**config.mk**
```make
export PLATFORM = sky130hd
export DESIGN_NAME = std_sync_fifo
export DESIGN_NICKNAME = d
export VERILOG_FILES = /design/src/rtl/std_sync_fifo.sv
export SDC_FILE = /design/constraint.sdc
export NUM_CORES = 2
export LEC_CHECK = 0
export ABC_CLOCK_PERIOD_IN_PS = 6100
export CAP_MARGIN = 10
export CORE_MARGIN = 8
export CORE_UTILIZATION = 56
export DETAILED_ROUTE_END_ITERATION = 10
export DONT_BUFFER_PORTS = 1
export GPL_TIMING_DRIVEN = 1
export PLACE_DENSITY_LB_ADDON = 0.15
export SETUP_SLACK_MARGIN = 0.2
export SYNTH_ARGS = -nofsm -noshare
export SYNTH_HDL_FRONTEND = slang
export SYNTH_SLANG_ARGS = --single-unit
```
**constraint.sdc**
```tcl
create_clock -name clk -period 6.1 [get_ports clk]
set_input_delay 1.22 -clock clk [delete_from_list [all_inputs] [get_ports clk]]
set_output_delay 1.22 -clock clk [all_outputs]
set_load 0.03 [all_outputs]
```
**src/rtl/std_sync_fifo.sv**
```systemverilog
// -----------------------------------------------------------------------------
// std_sync_fifo
//   Single-clock circular-buffer FIFO used throughout the SpMV processing
//   element (decoder/x-cache requests, matrix values, row indices, x values,
//   MAC results, merged memory requests).
//
//   Read latency is selected by LATENCY:
//     1 - q is a register loaded from the head entry on the edge of an
//         accepted pop; data is usable the cycle after the pop.
//     0 - first-word fall-through; q shows the head entry combinationally
//         whenever empty=0 (don't-care while empty).
//
//   Optional build macro: STD_SYNC_FIFO_CHECK_EN
//     When defined, simulation-only overflow/underflow messages and a count
//     range check are compiled in. Datapath behaviour is identical either way.
//
// Ports
//   rst           in   1        synchronous reset, active high
//   clk           in   1        clock, rising edge
//   push          in   1        write d this cycle
//   pop           in   1        consume head entry this cycle
//   d             in   WIDTH    write data
//   q             out  WIDTH    read data
//   full          out  1        count == DEPTH
//   empty         out  1        count == 0
//   count         out  AW+1     occupancy 0..DEPTH
//   almost_empty  out  1        count <= ALMOST_EMPTY_COUNT
//   almost_full   out  1        count >= DEPTH - ALMOST_FULL_COUNT
// -----------------------------------------------------------------------------
module std_sync_fifo #(
  parameter int WIDTH              = 64,
  parameter int DEPTH              = 32,
  parameter int ALMOST_FULL_COUNT  = 4,
  parameter int ALMOST_EMPTY_COUNT = 1,
  parameter int LATENCY            = 1,
  localparam int AW                = $clog2(DEPTH)
) (
  input  logic             rst,
  input  logic             clk,
  input  logic             push,
  input  logic             pop,
  input  logic [WIDTH-1:0] d,
  output logic [WIDTH-1:0] q,
  output logic             full,
  output logic             empty,
  output logic [AW:0]      count,
  output logic             almost_empty,
  output logic             almost_full
);

  localparam int CW = AW + 1;

  // Thresholds are clamped so that out-of-range parameters still decode
  // sensibly: an almost-full margin >= DEPTH makes almost_full always set.
  localparam logic [AW:0] AF_LEVEL = (DEPTH > ALMOST_FULL_COUNT) ?
                                     CW'(DEPTH - ALMOST_FULL_COUNT) : '0;
  localparam logic [AW:0] AE_LEVEL = (ALMOST_EMPTY_COUNT >= DEPTH) ?
                                     CW'(DEPTH) : CW'(ALMOST_EMPTY_COUNT);

  logic [WIDTH-1:0] mem [DEPTH];

  logic [AW-1:0] wr_ptr_reg, wr_ptr_next;
  logic [AW-1:0] rd_ptr_reg, rd_ptr_next;
  logic [AW:0]   count_reg,  count_next;

  logic pop_eff;
  logic push_eff;

  // Flags decode from the registered count only.
  assign full         = (count_reg == CW'(DEPTH));
  assign empty        = (count_reg == '0);
  assign count        = count_reg;
  assign almost_empty = (count_reg <= AE_LEVEL);
  assign almost_full  = (count_reg >= AF_LEVEL);

  // A pop on a full FIFO frees the slot the simultaneous push lands in.
  assign pop_eff  = pop && !empty;
  assign push_eff = push && (!full || pop_eff);

  always_comb begin
    wr_ptr_next = wr_ptr_reg;
    rd_ptr_next = rd_ptr_reg;
    count_next  = count_reg;
    if (push_eff) begin
      wr_ptr_next = wr_ptr_reg + AW'(1);
    end
    if (pop_eff) begin
      rd_ptr_next = rd_ptr_reg + AW'(1);
    end
    count_next = count_reg + CW'(push_eff) - CW'(pop_eff);
  end

  always_ff @(posedge clk) begin
    if (rst) begin
      wr_ptr_reg <= '0;
      rd_ptr_reg <= '0;
      count_reg  <= '0;
    end else begin
      wr_ptr_reg <= wr_ptr_next;
      rd_ptr_reg <= rd_ptr_next;
      count_reg  <= count_next;
    end
  end

  // Storage is never reset so it can map onto block/distributed RAM.
  always_ff @(posedge clk) begin
    if (!rst && push_eff) begin
      mem[wr_ptr_reg] <= d;
    end
  end

  generate
    if (LATENCY == 1) begin : g_reg_q
      logic [WIDTH-1:0] q_reg;

      // On a full push+pop wr_ptr == rd_ptr; the read sees the old head
      // because both accesses happen on the same edge.
      always_ff @(posedge clk) begin
        if (rst) begin
          q_reg <= '0;
        end else if (pop_eff) begin
          q_reg <= mem[rd_ptr_reg];
        end
      end

      assign q = q_reg;
    end else begin : g_fwft
      assign q = mem[rd_ptr_reg];
    end
  endgenerate

`ifdef STD_SYNC_FIFO_CHECK_EN
  always_ff @(posedge clk) begin
    if (!rst) begin
      if (push && full && !pop) begin
        $display("%m: overflow at time %0t", $time);
      end
      if (pop && empty) begin
        $display("%m: underflow at time %0t", $time);
      end
      if (count_reg > CW'(DEPTH)) begin
        $stop;
      end
    end
  end
`endif

endmodule

```
==> key figures <==
Outcome
  – Status: completed

Route
  – Avg WL per Cell: 31.5 um
  – Vias/cell: 6.48
  – Routed vias: 39200
  – Final WL: 191 mm
  – Routed Antenna Nets: 0
  – Iteration-0 DRC Markers: 3378
  – Drt drc: 0
  – Drt first pass iters: 6

Timing
  – Final setup fails: 0
  – Max-slew violation count: 0
  – Crit path time final: 4.20 ns
  – Final period util: 0.689
  – RSZ-0062 raised after global routing: no
  – Hold Vio Cnt, Final: 0
  – Clk_skew: 0.0433 ns
  – Worst Tran Pin Value: 1.06 ns
  – FMAX: 238 MHz
  – Setup TNS: 0 ns
  – Slew margin rel.: 0.293

Floorplan
  – Top Ports: 142
  – Cell Rows: 139
  – Core ar.: 144000 um^2
  – Starting Density: 0.564
  – Die X: 397 um
  – Die height: 397 um
  – Die area: 157000 um^2

GRT
  – Initial antenna violation count: 1
  – First-pass GRT wire length: 278 mm
  – Vias in the first global route: 39900
  – Pin count of the biggest net entering global routing: 128
  – GRT Total Usage: 0.241
  – Gr ovfl total: 0

Yosys
  – Post-synthesis sequential area ratio: 0.777
  – Gate Count Post-Synth: 3907
  – Synth async-reset ratio: 0
  – Top cells by count, synth: edfxtp_1, mux2i_1, mux4_2, o22ai_1, mux2_2
  – Yosys top cell by area: edfxtp_1
  – Post-synth EDFFs: 2048
  – Top cell type's share of synthesized area: 0.758
  – Leading cell type by number of instances after synthesis: edfxtp_1
  – Library cells used by synthesis: 48
  – Top_reg_cell synth: edfxtp_1
  – Yosys reg bits: 2128
  – Net count after synthesis: 3992
  – Cell area after synthesis: 81200 um^2
  – Synth top area cells: edfxtp_1, mux4_2, mux2i_1
  – YS warnings: 0
  – Syn avg cell area: 20.8 um^2

Place
  – Gp weighted congestion: 0.752
  – Port Buf Inserts: 0
  – Dpl hpwl: 101 mm

CTS
  – CTS tree: yes
  – Total setup buffers inserted after CTS: 0
  – Post-CTS sizing: 0
  – CTS Buf Count: 205
  – CTS Buffer Depth: 3
  – Cts hold-fix bufs: 0
  – Worst-path clk slew: 0.06 ns
  – Clock sinks: 2128
  – Root Driver: clkbuf_16
  – Worst-Skew Late Latency: 0.83 ns
  – H-tree levels: 4

Critical path
  – Worst Setup End Kind: flip-flop
  – Crit path kind: flip-flop to flip-flop
  – Critical path peak fanout: 24
  – Reg2reg path depth: 9
  – Arrival time at the worst endpoint: 4.70 ns
  – Startpoint class of the critical path: flip-flop
  – WP data required: 6.60 ns

Pwr
  – Share of total power in the clock network: 0.369
  – NetSw: 0.00832 W
  – Max IR drop VDD: 290 uV
  – Leakage: 27.4 nW
  – Sw Share: 0.245
  – Pwr Density: 376 nW/um^2
  – Cell internal pwr: 0.0256 W
  – Sequential power share: 0.497
  – Combinational power share: 0.133

Finish
  – Area grow syn2layout: 11.3%
  – Fin nets: 4065
  – ANT cells: 0
  – Final Util: 0.628
  – Sequential cell area: 63100 um^2
  – Share of cells above drive strength 1: 0.215
  – Max FFs per register: 2048
  – Fillers: 9641
  – Multi-input gate area: 17000 um^2

Worst hold path
  – Worst Hold Path Cells: 1
  – Worst hold path type: input pin to flip-flop

Job
  – Max_cap viols: 0
[power by group through the flow]
stage | Combinational (W) | Sequential (W) | Clock [W]
after floorplan | 0.00374 | 0.0170 | 0
after global placement | 0.00456 | 0.0172 | 0
after detailed placement | 0.00457 | 0.0172 | 0
after CTS | 0.00459 | 0.0169 | 0.0127
after global routing | 0.00484 | 0.0169 | 0.0133
final | 0.00453 | 0.0169 | 0.0125
[worst paths after layout]
check	to	slack [ns]	from
hold / removal	rd_ptr_reg[0]$_SDFFE_PP0N_	0.48	rst
hold reg to reg	wr_ptr_reg[0]$_SDFFE_PP0P_	0.61	wr_ptr_reg[0]$_SDFFE_PP0P_
setup reg to reg	mem[5][30]$_DFFE_PP_	1.90	count[2]$_SDFF_PP0_
setup / recovery	mem[5][30]$_DFFE_PP_	1.90	count[2]$_SDFF_PP0_
[layout make-up]
type / instances / share of cell area
multi-input combinational: 1535 / 0.188
inverter: 9 / 0.000374
clock inverter: 89 / 0.0101
timing repair buffer: 101 / 0.0120
tap: 1903 / 0.0264
clock buffer: 295 / 0.0642
sequential: 2128 / 0.699
[routing by layer]
layer  part of all wire  track usage  up-vias
met5                  0            0        -
met4              0.023       0.0645        0
met3              0.073       0.0467      281
met2               0.50        0.400     1462
met1               0.41        0.331    21000
li1                   -            -    16500
[stage by stage]
stage          power (W)  cell area, um^2  worst slack [ns]  cells  hold slack, ns
2_1_floorplan     0.0207            81200             0.814   3907           0.554
3_3_place_gp      0.0218            83600              1.74   5676           0.583
3_5_place_dp      0.0218            83600              1.76   5676           0.603
4_1_cts           0.0342            90300              1.79   6060           0.402
5_1_grt           0.0350            90300              1.71   6060           0.430
6_report          0.0339            90300              1.90   6060           0.483
[worst max-delay path, cell delays in order, from the launching register on]
cell and delay, ns:
dfxtp_1 0.57, inv_1 0.13, ha_1 0.25, nor4bb_2 0.25
a21oi_1 0.47, buf_4 0.25, nor2b_1 0.27, nand2_1 0.49
nor2_4 0.89, buf_12 0.30
[cell usage in the layout, fill, tap and decap left out, types with 27 or more instances in the layout]
| cell | synthesis | layout |
|---|---|---|
| mux2_2 | 156 | 156 |
| a21oi_1 | 46 | 46 |
| clkinv_1 | 0 | 31 |
| a211oi_1 | 39 | 39 |
| nor2_1 | 101 | 67 |
| o221ai_1 | 39 | 39 |
| a221oi_1 | 27 | 27 |
| dfxtp_1 | 80 | 75 |
| o21ai_1 | 40 | 40 |
| mux2i_1 | 369 | 369 |
| buf_4 | 36 | 75 |
| mux4_2 | 294 | 294 |
| o21ai_0 | 79 | 79 |
| edfxtp_1 | 2048 | 2048 |
| o22ai_1 | 174 | 174 |
| nor2_4 | 1 | 35 |
| clkbuf_1 | 101 | 64 |
| a32o_1 | 40 | 40 |
| clkbuf_16 | 0 | 211 |
[logic make-up (layout without fill, tap and decap cells)]
logic type                 count (synthesis)  in the layout  share of synthesized area
DFF                                     2128           2128                      0.777
xor gates and xnor gates                  11             11                    0.00119
and+or+nand+nor                          173            173                     0.0100
buffers and inverters                    244            494                     0.0172
adders and majority gates                 17             17                    0.00271
muxes                                    819            819                      0.149
AOI/OAI and AO/OA                        515            515                     0.0429
No activity file was read; power rests on OpenSTA's default activity.
